### src/rtl/mem_arbiter.sv
// mem_arbiter: shares one single-port RAM between the CPU memory path and a
// DMA/program-loader port. Each access is sequenced IDLE -> ISSUE -> (WAIT) -> DONE.
// The CPU has priority, and a starvation counter forces a DMA grant after
// STARVE_MAX back-to-back CPU wins.
//
// Ports:
//   clk_i, rst_i          clock (rising edge), synchronous active-high reset
//   cpu_req_i/we/addr/wdata  CPU request. The request is a level held until cpu_ack_o.
//   cpu_rdata_o           registered CPU read data. It loads in the DONE cycle.
//   cpu_ack_o             one-cycle completion pulse (DONE cycle)
//   cpu_stall_o           cpu_req_i & ~cpu_ack_o. The control unit holds its state while this is high.
//   dma_*                 same meaning as the cpu_* ports, for the DMA side (no stall)
//   mem_en_o/we/addr/wdata   RAM strobe and command. mem_en_o is high for the ISSUE cycle only.
//   mem_rdata_i           RAM read data, valid MEM_LAT cycles after mem_en_o
//   busy_o                FSM is not in IDLE
module mem_arbiter #(
  parameter int ADDR_W     = 9,
  parameter int DATA_W     = 32,
  parameter int MEM_LAT    = 1,
  parameter int STARVE_MAX = 4
) (
  input  logic              clk_i,
  input  logic              rst_i,
  input  logic              cpu_req_i,
  input  logic              cpu_we_i,
  input  logic [ADDR_W-1:0] cpu_addr_i,
  input  logic [DATA_W-1:0] cpu_wdata_i,
  output logic [DATA_W-1:0] cpu_rdata_o,
  output logic              cpu_ack_o,
  output logic              cpu_stall_o,
  input  logic              dma_req_i,
  input  logic              dma_we_i,
  input  logic [ADDR_W-1:0] dma_addr_i,
  input  logic [DATA_W-1:0] dma_wdata_i,
  output logic [DATA_W-1:0] dma_rdata_o,
  output logic              dma_ack_o,
  output logic              mem_en_o,
  output logic              mem_we_o,
  output logic [ADDR_W-1:0] mem_addr_o,
  output logic [DATA_W-1:0] mem_wdata_o,
  input  logic [DATA_W-1:0] mem_rdata_i,
  output logic              busy_o
);

  localparam int LAT_W = 3;
  localparam int ST_W  = $clog2(STARVE_MAX + 1);

  typedef enum logic [1:0] {S_IDLE, S_ISSUE, S_WAIT, S_DONE} state_t;

  state_t            state_q;
  logic              owner_q;   // 1 = DMA owns the access in flight
  logic              we_q;
  logic [ADDR_W-1:0] addr_q;
  logic [DATA_W-1:0] wdata_q;
  logic              mem_en_q;
  logic              mem_we_q;
  logic              cpu_ack_q;
  logic              dma_ack_q;
  logic [DATA_W-1:0] cpu_rdata_q;
  logic [DATA_W-1:0] dma_rdata_q;
  logic [LAT_W-1:0]  lat_cnt_q;
  logic [ST_W-1:0]   starve_q;

  logic              starve_full;
  logic              grant_dma;
  logic [ST_W-1:0]   starve_d;

  // The DMA wins when it is the only requester, or when it has been passed
  // over STARVE_MAX times in a row.
  assign starve_full = (starve_q == ST_W'(STARVE_MAX));
  assign grant_dma   = dma_req_i & (~cpu_req_i | starve_full);

  // Starvation counter value to apply on a grant. It is only used in IDLE,
  // and only when a request is present.
  always_comb begin
    starve_d = starve_q;
    if (grant_dma) begin
      starve_d = '0;
    end else if (dma_req_i) begin
      starve_d = starve_full ? starve_q : starve_q + ST_W'(1);
    end else begin
      starve_d = '0;
    end
  end

  always_ff @(posedge clk_i) begin
    if (rst_i) begin
      state_q     <= S_IDLE;
      owner_q     <= 1'b0;
      we_q        <= 1'b0;
      addr_q      <= '0;
      wdata_q     <= '0;
      mem_en_q    <= 1'b0;
      mem_we_q    <= 1'b0;
      cpu_ack_q   <= 1'b0;
      dma_ack_q   <= 1'b0;
      cpu_rdata_q <= '0;
      dma_rdata_q <= '0;
      lat_cnt_q   <= '0;
      starve_q    <= '0;
    end else begin
      // The strobe and the acks are single-cycle pulses.
      mem_en_q  <= 1'b0;
      mem_we_q  <= 1'b0;
      cpu_ack_q <= 1'b0;
      dma_ack_q <= 1'b0;
      unique case (state_q)
        S_IDLE: begin
          if (cpu_req_i || dma_req_i) begin
            owner_q  <= grant_dma;
            we_q     <= grant_dma ? dma_we_i    : cpu_we_i;
            addr_q   <= grant_dma ? dma_addr_i  : cpu_addr_i;
            wdata_q  <= grant_dma ? dma_wdata_i : cpu_wdata_i;
            mem_en_q <= 1'b1;
            mem_we_q <= grant_dma ? dma_we_i : cpu_we_i;
            starve_q <= starve_d;
            state_q  <= S_ISSUE;
          end
        end
        S_ISSUE: begin
          if (MEM_LAT == 1) begin
            cpu_ack_q <= ~owner_q;
            dma_ack_q <= owner_q;
            state_q   <= S_DONE;
          end else begin
            lat_cnt_q <= LAT_W'(MEM_LAT - 1);
            state_q   <= S_WAIT;
          end
        end
        S_WAIT: begin
          // The counter reaches 1 in the last WAIT cycle, so DONE lands
          // exactly MEM_LAT cycles after the strobe.
          if (lat_cnt_q == LAT_W'(1)) begin
            lat_cnt_q <= '0;
            cpu_ack_q <= ~owner_q;
            dma_ack_q <= owner_q;
            state_q   <= S_DONE;
          end else begin
            lat_cnt_q <= lat_cnt_q - LAT_W'(1);
          end
        end
        S_DONE: begin
          // RAM data is valid in this cycle. It shows up on rdata in the following cycle.
          if (!we_q) begin
            if (owner_q) dma_rdata_q <= mem_rdata_i;
            else         cpu_rdata_q <= mem_rdata_i;
          end
          state_q <= S_IDLE;
        end
        default: state_q <= S_IDLE;
      endcase
    end
  end

  assign mem_en_o    = mem_en_q;
  assign mem_we_o    = mem_we_q;
  assign mem_addr_o  = addr_q;
  assign mem_wdata_o = wdata_q;
  assign cpu_ack_o   = cpu_ack_q;
  assign dma_ack_o   = dma_ack_q;
  assign cpu_rdata_o = cpu_rdata_q;
  assign dma_rdata_o = dma_rdata_q;
  assign cpu_stall_o = cpu_req_i & ~cpu_ack_q;
  assign busy_o      = (state_q != S_IDLE);

endmodule

### config.mk
export PLATFORM = sky130hd
export DESIGN_NAME = mem_arbiter
export DESIGN_NICKNAME = d
export VERILOG_FILES = /design/src/rtl/mem_arbiter.sv
export SDC_FILE = /design/constraint.sdc
export NUM_CORES = 1
export LEC_CHECK = 0
export ABC_AREA = 1
export CORE_MARGIN = 2
export CORE_UTILIZATION = 45
export CTS_CLUSTER_DIAMETER = 30
export DETAILED_ROUTE_END_ITERATION = 6
export PLACE_DENSITY = 0.85
export REMOVE_ABC_BUFFERS = 1
export SLEW_MARGIN = 0
export SYNTH_ARGS = -nofsm -noshare
export SYNTH_HDL_FRONTEND = slang
export SYNTH_SLANG_ARGS = --single-unit
### constraint.sdc
create_clock -name clk_i -period 2.4 [get_ports clk_i]
set_clock_uncertainty 0.1 [all_clocks]
set_input_delay 0.6 -clock clk_i [delete_from_list [all_inputs] [get_ports clk_i]]
set_output_delay 0.6 -clock clk_i [all_outputs]
set_load 0.05 [all_outputs]
Yosys cells after proc, flatten, opt, wreduce, memory -nomap -nowiden
Index checks and enable logic that the tools add are counted.
Widths: inputs -> output; s select.
- div/mod/pow operators: 0
- bitwise gates (word level): 9
- $lt $le $gt $ge: 0
- reductions and logical operators: 10
- shifts and indexed selects: 0
- multiply operators: 0
- eq/ne operators: 8
- multiplexer cells: 15
- $add $sub $neg: 2
- operator list (operator ; count):
    $mux 32 ; 1
    $mux 3 ; 4
    $mux 9 ; 1
    $reduce_and 3->1 ; 3
    $pmux 2 s4 ; 1
    $not 1->1 ; 6
    $eq 2x2->1 const B ; 2
    $mux 1 ; 4
    $mux 2 ; 2
    $ne 2x2->1 const B ; 2
    $pmux 1 s2 ; 2
    $reduce_and 2->1 ; 2
    $add 3x1->3 const B ; 1
    $eq 3x1->1 const B ; 1
    $eq 3x3->1 const B ; 1
    $ne 3x2->1 const B ; 1
    $reduce_or 3->1 ; 1
    $sub 3x1->3 const B ; 1
    $and 1x1->1 ; 2
    $eq 2x1->1 const B ; 1
    $logic_not 2->1 ; 1
    $reduce_bool 2->1 ; 1
    $reduce_or 2->1 ; 1
    $logic_or 1x1->1 ; 1
    $or 1x1->1 ; 1
- memories kept: 0
- RAM bits: 0
- word-level logic and storage cells: 57
- ROM bits: 0
- output and inout port bits: 111
- bits in latches: 0
- input bits: 120
- bits in registers: 119

Depth between registers and ports, before layout
Gate-level depths: netlist (run 1).
- word-level depth: 5
- gate-level depth with buffers: 10
- mapped depth without buffers: 9

Worst setup path after synthesis (run 1)
OpenSTA, ideal clock, no wires.
- path type: input-to-output
- start point: in cpu_req_i
- end point: out cpu_stall_o
- path buffers: 0
- arrival time: 1266 ps
- slack: 434 ps
- data required time: 1700 ps
- stages on the path: 2
- path through: inv_1 -> nor2_1
- cells in the longest elaborated chain, start to end: 1
- ends and longest elaborated chain (item ; line ; RTL):
    from (decl) ; 24 ; input logic cpu_req_i,
    $and 1x1->1 ; 163 ; assign cpu_stall_o = cpu_req_i & ~cpu_ack_q;
    to (decl) ; 30 ; output logic cpu_stall_o,
Every way passes these cells.

Worst setup path after layout (run 1)
- start point: reg wdata_q[12] (netlist: mem_wdata_o[12])
- end point: out mem_wdata_o[12]
- RTL lines (item ; line ; RTL):
    from (decl) ; 54 ; logic [DATA_W-1:0] wdata_q;
    from (signal assigned) ; 113 ; wdata_q <= grant_dma ? dma_wdata_i : cpu_wdata_i;
    to (decl) ; 40 ; output logic [DATA_W-1:0] mem_wdata_o,
No word-level cell between the ends.

==> results_dict.tcl, run 1 <==
set metrics [dict create \
    grt_max_degree 83 \
    crit_cells 1 \
    cts_max_path_buffers 2 \
    start_util 0.458 \
    drcViolationCount 0 \
    grt_setup_unrepaired "false" \
    drive_above_1_share 0.0603 \
    area_growth_pct 56.9 \
    yosys.area.top_type_share 0.459 \
    critPathKind "reg2out" \
    hold_slack_ps 365 \
    htreeDepth 4 \
    setup_tns_ps 0 \
    clkTransAtPathRegs_ps 50 \
    path_cells "clkdlybuf4s50_1" \
    die_h_um 111 \
    arrival_ps 1590 \
    post_cts_resized 0 \
    maxSlewHeadroom 0.604 \
    grt_pass1_vias 5087 \
    startpoint "mem_wdata_o[12]$_SDFFE_PP0P_" \
    synth_cells 739 \
    detailedRoute.firstPassIterationCount 5 \
    grt_antenna_before_repair 0 \
    min_from "lat_cnt_q[2]$_SDFFE_PP0N_" \
    cts_setup_buffers 0 \
    finalMaxSlewViolations 0 \
    r2r-start "state_q[0]$_SDFFE_PP0P_" \
    clock-sinks 119 \
    ys_warn_count 0 \
    grt.total_usage 0.239 \
    placementRows 39 \
    syn_avg_cell_area_um2 7.02 \
    cpLargestDelayFamily "buffers and inverters" \
    place_hpwl_mm 10.4 \
    crit_fanout 2 \
    cts_tree "done" \
    synth_cell_types 19 \
    worstPathRequired_ps 1700 \
    pwr_density_cell_nw_per_um2 972 \
    clock.fmax_ghz 0.437 \
    tightest_slew_ps 594 \
    seq_area_frac_synth 0.459 \
    yosys_register_bits 119 \
    ios 231 \
    slowest_stage "clkdlybuf4s50_1" \
    die-area_um2 12400 \
    hold_depth 2 \
    port_buffers 230 \
    grt_pass1_wl_mm 24.3 \
    die-width_um 111 \
    stdcell_area_um2 8140 \
    p_leak_nw 3.54 \
    start_kind "register" \
    hold_path.class "reg2reg" \
    ant_nets 0 \
    core_area_um2 11300 \
    drv_cap 0 \
    path_buf_inv 1 \
    ff2ff_setup_slack_ps 600 \
    final_util 0.719 \
    nets 1078 \
    numCtsBuffers 17 \
    drt_iter0_drc 409 \
    end_kind "primary output" \
    gp_congestion 0.808 \
    setup_viol_count_final 0 \
    grt.overflow.total 0 \
    syn_area_um2 5190 \
    clockRootBuffer "clkbuf_16" \
    routed_wl_mm 15.1 \
    avgViaCountPerCell 4.98 \
    ir_worst_vdd_uv 549 \
    outcome "finished clean" \
    synth_top_area_cell "dfxtp_1" \
    period_needed_ps 2290 \
    cts_hold_buf 0 \
    cpPeakStageDelay_ps 850 \
    power_mw 7.92 \
    diodes 0 \
    finalHoldViolCount 0 \
    place_area_um2 7520 \
    wire_per_inst_um 13.7 \
    fin_crit_sh 0.954 \
    clock_latency_ps 410 \
    synth.top_cells.by_area "dfxtp_1 (46%), nor2_1 (16%), o21ai_0 (6.9%)" \
    vias 5504 \
    worstRegToRegCells 7 \
]
## cells by family after synthesis
group / Yosys count / synth area share
adder cells (fa/ha/maj): 9 / 0.0217
flip-flops: 119 / 0.459
buffers and inverters: 112 / 0.102
AND/OR/NAND/NOR: 342 / 0.266
AO/OA/AOI/OAI: 157 / 0.151
## worst reg2reg max path: stages (launching register included)
cell	delay (ps)
dfxtp_1	350
inv_1	100
ha_1	300
inv_2	110
nor2_4	150
buf_12	260
o21ai_0	210
nor2_1	160
## per-stage QoR
stage          std cells  setup slack (ps)
2_1_floorplan        687               233
3_3_place_gp        1073               254
3_5_place_dp        1073               244
4_1_cts             1105              79.5
5_1_grt             1105              66.3
6_report            1105               110
## placed cells by master, fill, tap and decap left out
cell type	synthesis	final
clkdlybuf4s50_1	0	225
nor2_1	217	217
dfxtp_1	119	119
o21ai_0	72	72
nand2_1	68	68
inv_1	56	56
nand3_1	50	50
a21oi_1	49	49
o21ai_1	36	36
clkbuf_16	0	17
buf_4	1	11
ha_1	9	9
buf_12	0	6
inv_2	4	4
nor2_4	3	3
clkbuf_8	0	3
clkinvlp_4	0	3
bufinv_16	0	3
nand2_2	2	2
clkbuf_1	23	2
clkinv_4	0	2
nor2_2	1	1
nand3b_1	1	1
clkinv_2	0	1
inv_6	0	1
buf_2	15	1
## flip-flops by register name, indices dropped and copies added (netlist names)
register,flops
mem_we_o,1
cpu_rdata_o,32
we_q,1
mem_wdata_o,32
owner_q,1
dma_ack_o,1
mem_addr_o,9
state_q,2
dma_rdata_o,32
lat_cnt_q,3
cpu_ack_o,1
starve_q,3
mem_en_o,1
## cell type report
class / count / area, µm²
Clock inverter: 10 / 144
Tap cell: 143 / 179
Timing Repair Buffer: 243 / 2460
Clock buffer: 22 / 474
Multi-Input combinational cell: 508 / 2280
Sequential cell: 119 / 2380
Fill cell: 890 / 3180
Inverter: 60 / 225
## report_power, final
part	internal, mW	switching (mW)	total (mW)
clock	1.72	0.913	2.63
combinational	0.991	1.83	2.82
sequential	2.29	0.166	2.46
total	5.01	2.91	7.92
## worst paths after layout
check                            endpoint
min             lat_cnt_q[2]$_SDFFE_PP0N_
max reg2reg  mem_wdata_o[23]$_SDFFE_PP0P_
max                       mem_wdata_o[12]
min reg2reg     lat_cnt_q[2]$_SDFFE_PP0N_
## synthesized netlist by cell type
cell / count
a21oi_1: 49
buf_2: 15
buf_4: 1
buf_6: 11
clkbuf_1: 23
clkbuf_2: 2
dfxtp_1: 119
ha_1: 9
inv_1: 56
inv_2: 4
nand2_1: 68
nand2_2: 2
nand3_1: 50
nand3b_1: 1
nor2_1: 217
nor2_2: 1
nor2_4: 3
o21ai_0: 72
o21ai_1: 36
## routing by layer
layer | vias to the layer above | global-route usage | wire [µm]
met5 | - | 0 | 0
met4 | 0 | 0.0790 | 280
met3 | 23 | 0.0893 | 1430
met2 | 242 | 0.398 | 7150
met1 | 2464 | 0.286 | 6270
li1 | 2775 | - | -
Power figures use the tool's default switching activity.
==> run 2: changes to the inputs <==
Settings changed: CORE_MARGIN 2 to not set.
==> run 2 against run 1 <==
Sequential power is essentially flat. Die area shrank 3.6%. Flip-flop and latch count is the same. Clock power down 2%. Register-to-register slack is essentially flat. Critical path type unchanged. Largest cell class unchanged.
==> results_dict.tcl, run 2 (synthesis gave the netlist of run 1 again) <==
set metrics [dict create \
    outcome "finished clean" \
    drcViolationCount 0 \
    hold_depth 2 \
    clockRootBuffer "clkbuf_16" \
    numCtsBuffers 17 \
    vias 5464 \
    post_cts_resized 0 \
    period_needed_ps 2300 \
    place_hpwl_mm 10.2 \
    finalMaxSlewViolations 0 \
    clock_latency_ps 400 \
    finalHoldViolCount 0 \
    die-area_um2 12000 \
    grt_pass1_wl_mm 23.4 \
    critPathKind "reg2out" \
    path_cells "clkdlybuf4s50_1" \
    start_kind "register" \
    htreeDepth 4 \
    worstRegToRegCells 8 \
    wire_per_inst_um 13.6 \
    drt_iter0_drc 299 \
    area_growth_pct 56.9 \
    clock-sinks 119 \
    final_util 0.738 \
    slowest_stage "clkdlybuf4s50_1" \
    hold_path.class "reg2reg" \
    cts_max_path_buffers 2 \
    final_common_cell "clkdlybuf4s50_1" \
    p_leak_nw 3.54 \
    crit_fanout 2 \
    grt_pass1_vias 4986 \
    detailedRoute.firstPassIterationCount 6 \
    grt_antenna_before_repair 0 \
    n_fill_cell 866 \
    pwr_density_cell_nw_per_um2 965 \
    final_cell_mix "clkdlybuf4s50_1 (227), nor2_1 (217), dfxtp_1 (119), o21ai_0 (72), nand2_1 (68)" \
    nets 1079 \
    avgViaCountPerCell 4.95 \
    ir_worst_vdd_uv 538 \
    fin_crit_sh 0.960 \
    clock.fmax_ghz 0.434 \
    grt.total_usage 0.252 \
    cts_setup_buffers 0 \
    ant_nets 0 \
    grt_setup_unrepaired "false" \
    grt_max_degree 70 \
    core_area_um2 11000 \
    routed_wl_mm 15.0 \
    gp_congestion 0.798 \
    start_util 0.470 \
    worstPathRequired_ps 1700 \
    arrival_ps 1600 \
    diodes 0 \
    setup_viol_count_final 0 \
    path_buf_inv 1 \
    maxSlewHeadroom 0.614 \
    end_kind "primary output" \
    grt.overflow.total 0 \
    die_h_um 109 \
    drive_above_1_share 0.0602 \
    tightest_slew_ps 578 \
    setup_tns_ps 0 \
    cpLargestDelayFamily "buffers and inverters" \
    crit_cells 1 \
    ios 231 \
    cts_hold_buf 0 \
    placementRows 38 \
    clkTransAtPathRegs_ps 60 \
    die-width_um 109 \
    drv_cap 0 \
    cts_tree "done" \
    cpPeakStageDelay_ps 830 \
    port_buffers 230 \
]
==> run 2: layer usage <==
layer,wire (µm),up-vias,GRT usage
li1,-,2777,-
met1,6040,2461,0.280
met2,7300,214,0.445
met3,1470,12,0.0901
met4,194,0,0.0829
met5,0,-,0
==> run 2: through the flow <==
stage               cells  total power [mW]  cell area [µm²]  hold WS, ps  worst slack, ps
floorplan             687              4.22             4890          334              233
global placement     1071              5.28             7550          343              258
detailed placement   1071              5.32             7550          348              235
CTS                  1103              7.90             8140          364             74.2
global route         1103              8.23             8140          382             47.6
finish               1103              7.86             8140          363             95.2
==> run 2: area by class of cell <==
| class | instances | area [µm²] | area share |
|---|---|---|---|
| Sequential cell | 119 | 2380 | 0.293 |
| Clock buffer | 18 | 429 | 0.0527 |
| Clock inverter | 14 | 166 | 0.0204 |
| Tap cell | 140 | 175 | 0.0215 |
| Timing Repair Buffer | 244 | 2480 | 0.305 |
| Multi-Input combinational cell | 508 | 2280 | 0.280 |
| Inverter | 60 | 225 | 0.0277 |
==> run 2: worst register-to-register path, cell delays in order (launching register included) <==
cell and delay, ps:
dfxtp_1 350, inv_1 90, ha_1 300, inv_2 110, nor2_4 160, buf_12 260, nand2_1 160, nor2_1 110
nor2_1 50
==> run 2: path summary, 6_finish.rpt <==
check,from,end,slack [ps]
worst max register to register,state_q[0]$_SDFFE_PP0P_,mem_wdata_o[14]$_SDFFE_PP0P_,600
worst max-delay path,mem_wdata_o[7]$_SDFFE_PP0P_,mem_wdata_o[7],100
worst min register to register,lat_cnt_q[2]$_SDFFE_PP0N_,lat_cnt_q[2]$_SDFFE_PP0N_,360
worst min-delay path,lat_cnt_q[2]$_SDFFE_PP0N_,lat_cnt_q[2]$_SDFFE_PP0N_,360
==> run 2: where the power goes <==
part / internal [mW] / leakage, nW / total, mW / switching [mW]
Combinational: 0.997 / 2.28 / 2.83 / 1.83
Clock: 1.56 / 0.282 / 2.57 / 1.00
Sequential: 2.29 / 0.972 / 2.46 / 0.168
Total: 4.85 / 3.54 / 7.86 / 3.00
==> run 3: changes to the inputs <==
--- a/constraint.sdc
+++ b/constraint.sdc
@@ -3,3 +3,3 @@
 set_input_delay 0.6 -clock clk_i [delete_from_list [all_inputs] [get_ports clk_i]]
 set_output_delay 0.6 -clock clk_i [all_outputs]
-set_load 0.05 [all_outputs]
+set_load 0.1 [all_outputs]
==> run 3 against run 2 <==
Combinational power is 35% higher. Largest cell class is now flip-flops and latches. Flip-flop and latch count stayed put. Non-clock buffer count is 1 higher. Core utilization is 2.7 points lower. Largest power group unchanged.
==> results_dict.tcl, run 3 (synthesis gave the netlist of run 1 again) <==
set metrics [dict create \
    clkTransAtPathRegs_ps 60 \
    htreeDepth 4 \
    area_growth_pct 51.3 \
    stdcell_count 1104 \
    place_inst 1072 \
    avgViaCountPerCell 4.87 \
    port_buffers 230 \
    ir_worst_vdd_uv 763 \
    crit_fanout 6 \
    worstPathRequired_ps 1700 \
    drive_above_1_share 0.175 \
    critPathKind "reg2out" \
    clock.fmax_ghz 0.453 \
    drt_iter0_drc 401 \
    arrival_ps 1510 \
    clockRootBuffer "clkbuf_16" \
    nets 1080 \
    vias 5379 \
    drcViolationCount 0 \
    gp_congestion 0.788 \
    p_comb_frac 0.441 \
    outcome "finished clean" \
    p_int_mw 4.57 \
    cts_setup_buffers 0 \
    start_util 0.470 \
    core_area_um2 11000 \
    die_h_um 109 \
    end_kind "primary output" \
    clock_latency_ps 390 \
    grt.overflow.total 0 \
    die-area_um2 12000 \
    cts_tree "done" \
    grt_pass1_wl_mm 22.6 \
    place_hpwl_mm 10.1 \
    ios 231 \
    grt_pass1_vias 4888 \
    cpPeakStageDelay_ps 420 \
    numCtsBuffers 17 \
    hold_path.class "reg2reg" \
    place_area_um2 7290 \
    final_common_cell "nor2_1" \
    worst_slack_ps 193 \
    grt_max_degree 69 \
    pre_cts_slack_ps 208 \
    die-width_um 109 \
    cts_hold_buf 0 \
    routed_wl_mm 14.5 \
    clkPwrFrac 0.274 \
    final_cell_mix "nor2_1 (217), dfxtp_1 (119), clkdlybuf4s50_1 (118), buf_4 (118), o21ai_0 (72)" \
    maxSlewHeadroom 0.608 \
    setup_viol_count_final 0 \
    finalHoldViolCount 0 \
    start_kind "register" \
    finalMaxSlewViolations 0 \
    netSwitchingFraction 0.471 \
    cts_max_path_buffers 2 \
    grt_setup_unrepaired "false" \
    p_leak_nw 3.73 \
    tightest_slew_ps 587 \
    drv_cap 0 \
    pwr_density_cell_nw_per_um2 1100 \
    period_needed_ps 2210 \
    path_cells "inv_1 > ha_1 > inv_2 > buf_12" \
    fin_crit_sh 0.920 \
    slowest_stage "dfxtp_1" \
    clock-sinks 119 \
    diodes 0 \
    wire_per_inst_um 13.2 \
    stdcell_area_um2 7850 \
    detailedRoute.firstPassIterationCount 5 \
    sequentialPowerShare 0.285 \
    ant_nets 0 \
    setup_tns_ps 0 \
    post_cts_resized 0 \
    switchingPower_mw 4.08 \
    placementRows 38 \
    grt.total_usage 0.240 \
    grt_antenna_before_repair 0 \
]
run 3: worst paths after layout:
| kind | end | start | slack, ps | cells after the start |
|---|---|---|---|---|
| setup / recovery | busy_o | state_q[0]$_SDFFE_PP0P_ | 190 | 4 |
| hold / removal | lat_cnt_q[2]$_SDFFE_PP0N_ | lat_cnt_q[2]$_SDFFE_PP0N_ | 370 | 2 |
| setup reg to reg | cpu_rdata_o[24]$_SDFFE_PP0P_ | state_q[0]$_SDFFE_PP0P_ | 580 | 7 |
| hold reg to reg | lat_cnt_q[2]$_SDFFE_PP0N_ | lat_cnt_q[2]$_SDFFE_PP0N_ | 370 | 2 |
run 3: stage by stage:
| step | utilization | hold WS (ps) | total power, mW |
|---|---|---|---|
| after floorplan | - | 334 | 5.30 |
| after global placement | 0.661 | 346 | 6.29 |
| after detailed placement | 0.661 | 353 | 6.32 |
| after CTS | 0.712 | 371 | 8.70 |
| after global routing | 0.712 | 387 | 9.04 |
| final | 0.712 | 371 | 8.65 |
run 3: critical path: cells and delay by family, from the launching register on:
family / cells / cell delay, ps
buffers and inverters: 3 / 410
DFF: 1 / 420
adders and majority gates: 1 / 290
run 3: power by group through the flow:
stage	sequential (mW)	combinational (mW)	clock (mW)
final	2.47	3.81	2.37
after detailed placement	2.50	3.82	0
after global placement	2.49	3.79	0
after CTS	2.47	3.83	2.41
after floorplan	4.51	0.794	0
after global routing	2.50	4.01	2.53
run 3: area by class of cell:
| class | count | area, µm² |
|---|---|---|
| Timing Repair Buffer | 245 | 2230 |
| Tap cell | 140 | 175 |
| Clock buffer | 18 | 439 |
| Fill cell | 929 | 3180 |
| Inverter | 60 | 225 |
| Multi-Input combinational cell | 508 | 2280 |
| Sequential cell | 119 | 2380 |
| Clock inverter | 14 | 116 |
run 3: metal layers:
layer	routed length (µm)	global-route usage
met1	6020	0.283
met2	6710	0.403
met3	1550	0.0895
met4	277	0.0810
met5	0	0
